--- config.mk ---
export PLATFORM = sky130hd
export DESIGN_NAME = dir_input
export DESIGN_NICKNAME = d
export VERILOG_FILES = /design/src/rtl/dir_input.sv
export SDC_FILE = /design/constraint.sdc
export NUM_CORES = 1
export LEC_CHECK = 0
export ABC_CLOCK_PERIOD_IN_PS = 2900
export BUFFER_PORTS_ARGS = -buffer_cell sky130_fd_sc_hd__buf_2
export CORE_MARGIN = 2
export CORE_UTILIZATION = 60
export CTS_BUF_LIST = sky130_fd_sc_hd__clkbuf_8
export DETAILED_ROUTE_END_ITERATION = 10
export GPL_TIMING_DRIVEN = 0
export PLACE_DENSITY = 0.77
export SYNTH_ARGS = -nofsm -noshare
export SYNTH_HDL_FRONTEND = slang
export SYNTH_SLANG_ARGS = --single-unit
--- constraint.sdc ---
create_clock -name clk -period 2.9 [get_ports clk]
set_input_delay 0.145 -clock clk [delete_from_list [all_inputs] [get_ports clk]]
set_output_delay 0.145 -clock clk [all_outputs]
set_load 0.05 [all_outputs]
--- src/rtl/dir_input.sv ---
// dir_input: debounces four active-low pushbuttons and issues one-hot move requests.
// Optional macro DIR_AUTO_REPEAT_EN re-issues a held key every REPEAT_CYCLES after move_done.
module dir_input #(
    parameter int unsigned DEBOUNCE_CYCLES = 50000,
    parameter int unsigned REPEAT_CYCLES   = 12500000
) (
    input  logic       clk,
    input  logic       reset_n,
    input  logic [3:0] key_n,
    input  logic       enable,
    input  logic       move_done,
    output logic [3:0] direction,
    output logic       busy
);

    localparam int unsigned MaxCycles =
        (DEBOUNCE_CYCLES > REPEAT_CYCLES) ? DEBOUNCE_CYCLES : REPEAT_CYCLES;
    localparam int unsigned CntW = $clog2(MaxCycles) + 1;
    localparam logic [CntW-1:0] DbLast = CntW'(DEBOUNCE_CYCLES - 1);

    typedef enum logic [1:0] {StIdle, StIssue, StWaitRel} state_e;

    logic [3:0]      sync1_q, sync2_q;
    logic [3:0]      db_q, db_d;
    logic [CntW-1:0] cnt_q [4];
    logic [CntW-1:0] cnt_d [4];

    state_e     state_q;
    logic [3:0] dir_q;
    logic       busy_q;
    logic [3:0] pressed;
    logic       single;

    always_ff @(posedge clk) begin
        if (!reset_n) begin
            sync1_q <= 4'hF;
            sync2_q <= 4'hF;
            db_q    <= 4'hF;
            for (int i = 0; i < 4; i++) cnt_q[i] <= '0;
        end else begin
            sync1_q <= key_n;
            sync2_q <= sync1_q;
            db_q    <= db_d;
            for (int i = 0; i < 4; i++) cnt_q[i] <= cnt_d[i];
        end
    end

    // Count consecutive cycles the synchronized level disagrees; flip on the Nth.
    always_comb begin
        db_d = db_q;
        for (int i = 0; i < 4; i++) begin
            cnt_d[i] = '0;
            if (sync2_q[i] != db_q[i]) begin
                if (cnt_q[i] == DbLast) begin
                    db_d[i] = ~db_q[i];
                end else begin
                    cnt_d[i] = cnt_q[i] + CntW'(1);
                end
            end
        end
    end

    assign pressed = ~db_q;
    assign single  = (pressed != 4'd0) && ((pressed & (pressed - 4'd1)) == 4'd0);

`ifdef DIR_AUTO_REPEAT_EN
    localparam logic [CntW-1:0] RepLast = CntW'(REPEAT_CYCLES - 1);

    logic [CntW-1:0] rep_cnt_q;
    logic            rep_arm_q;
    logic            db_chg;

    assign db_chg = (db_d != db_q);
`endif

    always_ff @(posedge clk) begin
        if (!reset_n) begin
            state_q   <= StIdle;
            dir_q     <= 4'd0;
            busy_q    <= 1'b0;
`ifdef DIR_AUTO_REPEAT_EN
            rep_cnt_q <= '0;
            rep_arm_q <= 1'b0;
`endif
        end else begin
`ifdef DIR_AUTO_REPEAT_EN
            // Age of the current held-key pattern since move_done, saturating.
            if (db_chg || (state_q != StWaitRel)) begin
                rep_cnt_q <= '0;
            end else if (rep_cnt_q != RepLast) begin
                rep_cnt_q <= rep_cnt_q + CntW'(1);
            end
`endif
            unique case (state_q)
                StIdle: begin
                    if (enable && single) begin
                        dir_q   <= pressed;
                        busy_q  <= 1'b1;
                        state_q <= StIssue;
                    end
                end
                StIssue: begin
                    if (move_done) begin
                        dir_q     <= 4'd0;
                        state_q   <= StWaitRel;
`ifdef DIR_AUTO_REPEAT_EN
                        rep_arm_q <= 1'b1;
`endif
                    end else if (!enable) begin
                        dir_q     <= 4'd0;
                        state_q   <= StWaitRel;
`ifdef DIR_AUTO_REPEAT_EN
                        rep_arm_q <= 1'b0;
`endif
                    end
                end
                StWaitRel: begin
                    if (pressed == 4'd0) begin
                        busy_q  <= 1'b0;
                        state_q <= StIdle;
                    end
`ifdef DIR_AUTO_REPEAT_EN
                    else if (rep_arm_q && enable && single && (rep_cnt_q == RepLast)) begin
                        dir_q   <= pressed;
                        state_q <= StIssue;
                    end
`endif
                end
                default: begin
                    dir_q   <= 4'd0;
                    busy_q  <= 1'b0;
                    state_q <= StIdle;
                end
            endcase
        end
    end

    assign direction = dir_q;
    assign busy      = busy_q;

endmodule

==> flow_metrics.env <==
export IMPL_status="complete, no violations"
export IMPL_power_density_nw_per_um2=561
export IMPL_holdPathEnd="state_q[0]"
export IMPL_multiInputGateArea_um2=2860
export IMPL_hold_path_class="in -> reg"
export IMPL_crit_start="cnt_q[0][0]"
export IMPL_cts_setup_buffers=0
export IMPL_seq_area_frac_synth_pct=43.8
export IMPL_synthCells=625
export IMPL_gp_congestion=0.837
export IMPL_peakVddDrop_mv=0.435
export IMPL_yosys_warnings=0
export IMPL_r2r_end="cnt_q[0][3]"
export IMPL_cp_depth=7
export IMPL_yosysUniqueCellTypes=47
export IMPL_cp_end_kind="register"
export IMPL_drive_gt1_share_pct=9.51
export IMPL_path_common_cell="clkbuf_1"
export IMPL_clk_pin_slew_ps=70
export IMPL_synth_ff_type="dfxtp_1"
export IMPL_path_buf_inv=2
export IMPL_rsz0062_at_grt="false"
export IMPL_synth_area_leader_cell="dfxtp_1"
export IMPL_grt_ovfl_total=0
export IMPL_slew_violations=0
export IMPL_finalSetupViolations=0
export IMPL_critPathKind="reg -> reg"
export IMPL_cts_sinks=119
export IMPL_routed_wl_mm=11.0
export IMPL_cp_start_kind="register"
export IMPL_crit_family="buffers and inverters"
export IMPL_power_leakage_nw=1.93
export IMPL_ff2ff_path_depth=7
export IMPL_path_max_fanout=10
export IMPL_ctsResizeCount=0
export IMPL_synth_area_um2=5440
export IMPL_synth_net_count=637
export IMPL_area_delta_synth_final_pct=13.1
export IMPL_min_delay_start="move_done"
export IMPL_drtAntennaViolNets=0
export IMPL_antenna_found_initial=0
export IMPL_slowest_delay_ps=530
export IMPL_fp_coreArea_um2=8760
export IMPL_grt_start_max_net_pins=17
export IMPL_nFillCells=686
export IMPL_worst_pin_slew_ps=797
export IMPL_die_h_um=99.2
export IMPL_grt_usage_pct=23.5
export IMPL_rr_startpoint="cnt_q[0][0]"
export IMPL_maxCapViolCount=0
export IMPL_p_total_w=0.00345
export IMPL_period_needed_ps=2430
export IMPL_dpl_hpwl_mm=7.59
export IMPL_grt_pass1_wl_mm=19.0
export IMPL_start_util_pct=62.1
export IMPL_wl_per_cell_um=14.1
export IMPL_cts_tree="yes"
export IMPL_synth_edf_count=0
export IMPL_holdPathStages=3
export IMPL_htreeDepth=4
export IMPL_num_antenna_cells=0
export IMPL_placedCellCount=745
export IMPL_cts_root_buf="clkbuf_8"
export IMPL_first_pass_iters=4
export IMPL_dieArea_um2=9840
export IMPL_numPortBuffers=12
export IMPL_cts_buffers=17
export IMPL_finalNonFillerCells=781
export IMPL_vias=4614
export IMPL_final_seq_area_um2=2380
export IMPL_drc=0
export IMPL_hold_ws_ps=55.5
export IMPL_clockBufferDepth=2
export IMPL_drtIter0Drc=143
export IMPL_synth_avg_cell_area_um2=8.70
export IMPL_async_flop_share_pct=0
export IMPL_ios=13
export IMPL_crit_arrival_ps=2720
export IMPL_die_w_um=99.2
export IMPL_fin_skew_ps=10.8
export IMPL_clk_latency_ps=420
export IMPL_max_clock_freq_mhz=411
export IMPL_critPathRequiredTime_ps=3190
export IMPL_setup_tns_ps=0
export IMPL_rows=34
export IMPL_hold_viol_final=0
export IMPL_max_slew_margin_pct=46.8
export IMPL_r2r_slack_ps=470
export IMPL_viasPerCell=5.91
export IMPL_ys_ff_latch=119
export IMPL_final_util_pct=70.2
export IMPL_nets=672
export IMPL_fin_crit_sh_pct=83.9
export IMPL_synth_top_area_share_pct=43.8
export IMPL_worstPathCellList="ha_1 -> and3_1 -> clkbuf_1 -> nand3_1 -> o211ai_1 -> clkbuf_1 -> nor2_1"
export IMPL_cp_slowest_cell="o211ai_1"
export IMPL_grt_pass1_vias=4326
export IMPL_synth_area_top_cells="dfxtp_1 (44%), xor2_1 (5.5%), nor2_1 (4.6%), xnor2_1 (3.9%), nand4_1 (3.7%)"
cell usage after synthesis, types with 2 or more instances:
library cell and instances:
inv_1 19, or3_2 3, o21a_1 3, o211ai_1 2, nor3_1 9, xnor2_1 24
nand2_1 38, nand4_1 32, nor2_1 66, xor2_1 34, nand2b_1 14, mux2i_1 4
or4_1 24, and4_1 15, and3_1 8, clkbuf_1 19, buf_6 2, nand3b_1 3
dfxtp_1 119, a21boi_0 3, buf_2 6, or4b_2 2, o31ai_1 17, nor4b_1 3
ha_1 4, nand3_1 31, o21ai_0 25, or3_1 21, nor4_1 16, and2_1 4
a21oi_1 39
cells by family after synthesis:
kind of cell,share of synthesized area [%]
buf+inv,3.68
xor+xnor,9.34
compound gates,11.1
simple gates,30.4
mux,0.736
fa+ha+maj,0.920
flops,43.8
worst max-delay path by stage:
stage	to
global placement	cnt_q[0][2]
global route	cnt_q[0][4]
detailed placement	cnt_q[0][2]
CTS	cnt_q[0][3]
finish	cnt_q[0][3]
floorplan	cnt_q[3][24]
layout by cell type, fill, tap and decap left out, types with 22 or more instances in the layout:
cell | Yosys | layout
dfxtp_1 | 119 | 119
nor2_1 | 66 | 66
a21oi_1 | 39 | 39
nand2_1 | 38 | 38
xor2_1 | 34 | 34
nand4_1 | 32 | 32
nand3_1 | 31 | 31
o21ai_0 | 25 | 25
or4_1 | 24 | 24
xnor2_1 | 24 | 24
inv_1 | 19 | 22
clkbuf_8 | 0 | 22
per-layer routing:
metal / global-route usage [%] / up-vias / wire length (um)
li1: - / 2345 / -
met1: 29.3 / 2174 / 5150
met2: 39.3 / 83 / 5390
met3: 6.04 / 12 / 400
met4: 8.32 / 0 / 109
met5: 0 / - / 0
metrics by stage:
step                worst slack [ps]  instance area (um2)
floorplan                        896                 5440
global placement                 613                 5630
detailed placement               558                 5630
CTS                              503                 6150
global route                     251                 6150
finish                           466                 6150
power by group:
part	switching (W)	internal (W)
Combinational	0.0000266	0.0000181
Clock	0.000630	0.00113
Sequential	0.00000380	0.00164
flip-flops by register name (all words and copies together) (netlist names):
register	count
sync2_q	4
db_q	4
cnt_q	100
state_q	2
busy	1
sync1_q	4
direction	4
layout make-up:
cell class | count | share of cell area [%]
Buffer | 28 | 2.10
Clock buffer | 22 | 4.92
Clock inverter | 10 | 2.83
Inverter | 19 | 1.16
Multi-Input combinational cell | 459 | 46.4
Sequential cell | 119 | 38.7
Tap cell | 108 | 2.20
Timing Repair Buffer | 16 | 1.63
worst min-delay path, stage by stage:
cell and delay [ps]:
buf_2 110, nand2_1 50, o2111a_1 110
what timing repair did:
action | in CTS | in global routing
endpoints found under the hold margin | 4 | 0
setup endpoints to repair | 0 | 0
hold buffers | 4 | 0
No activity file was read; power rests on OpenSTA's default activity.
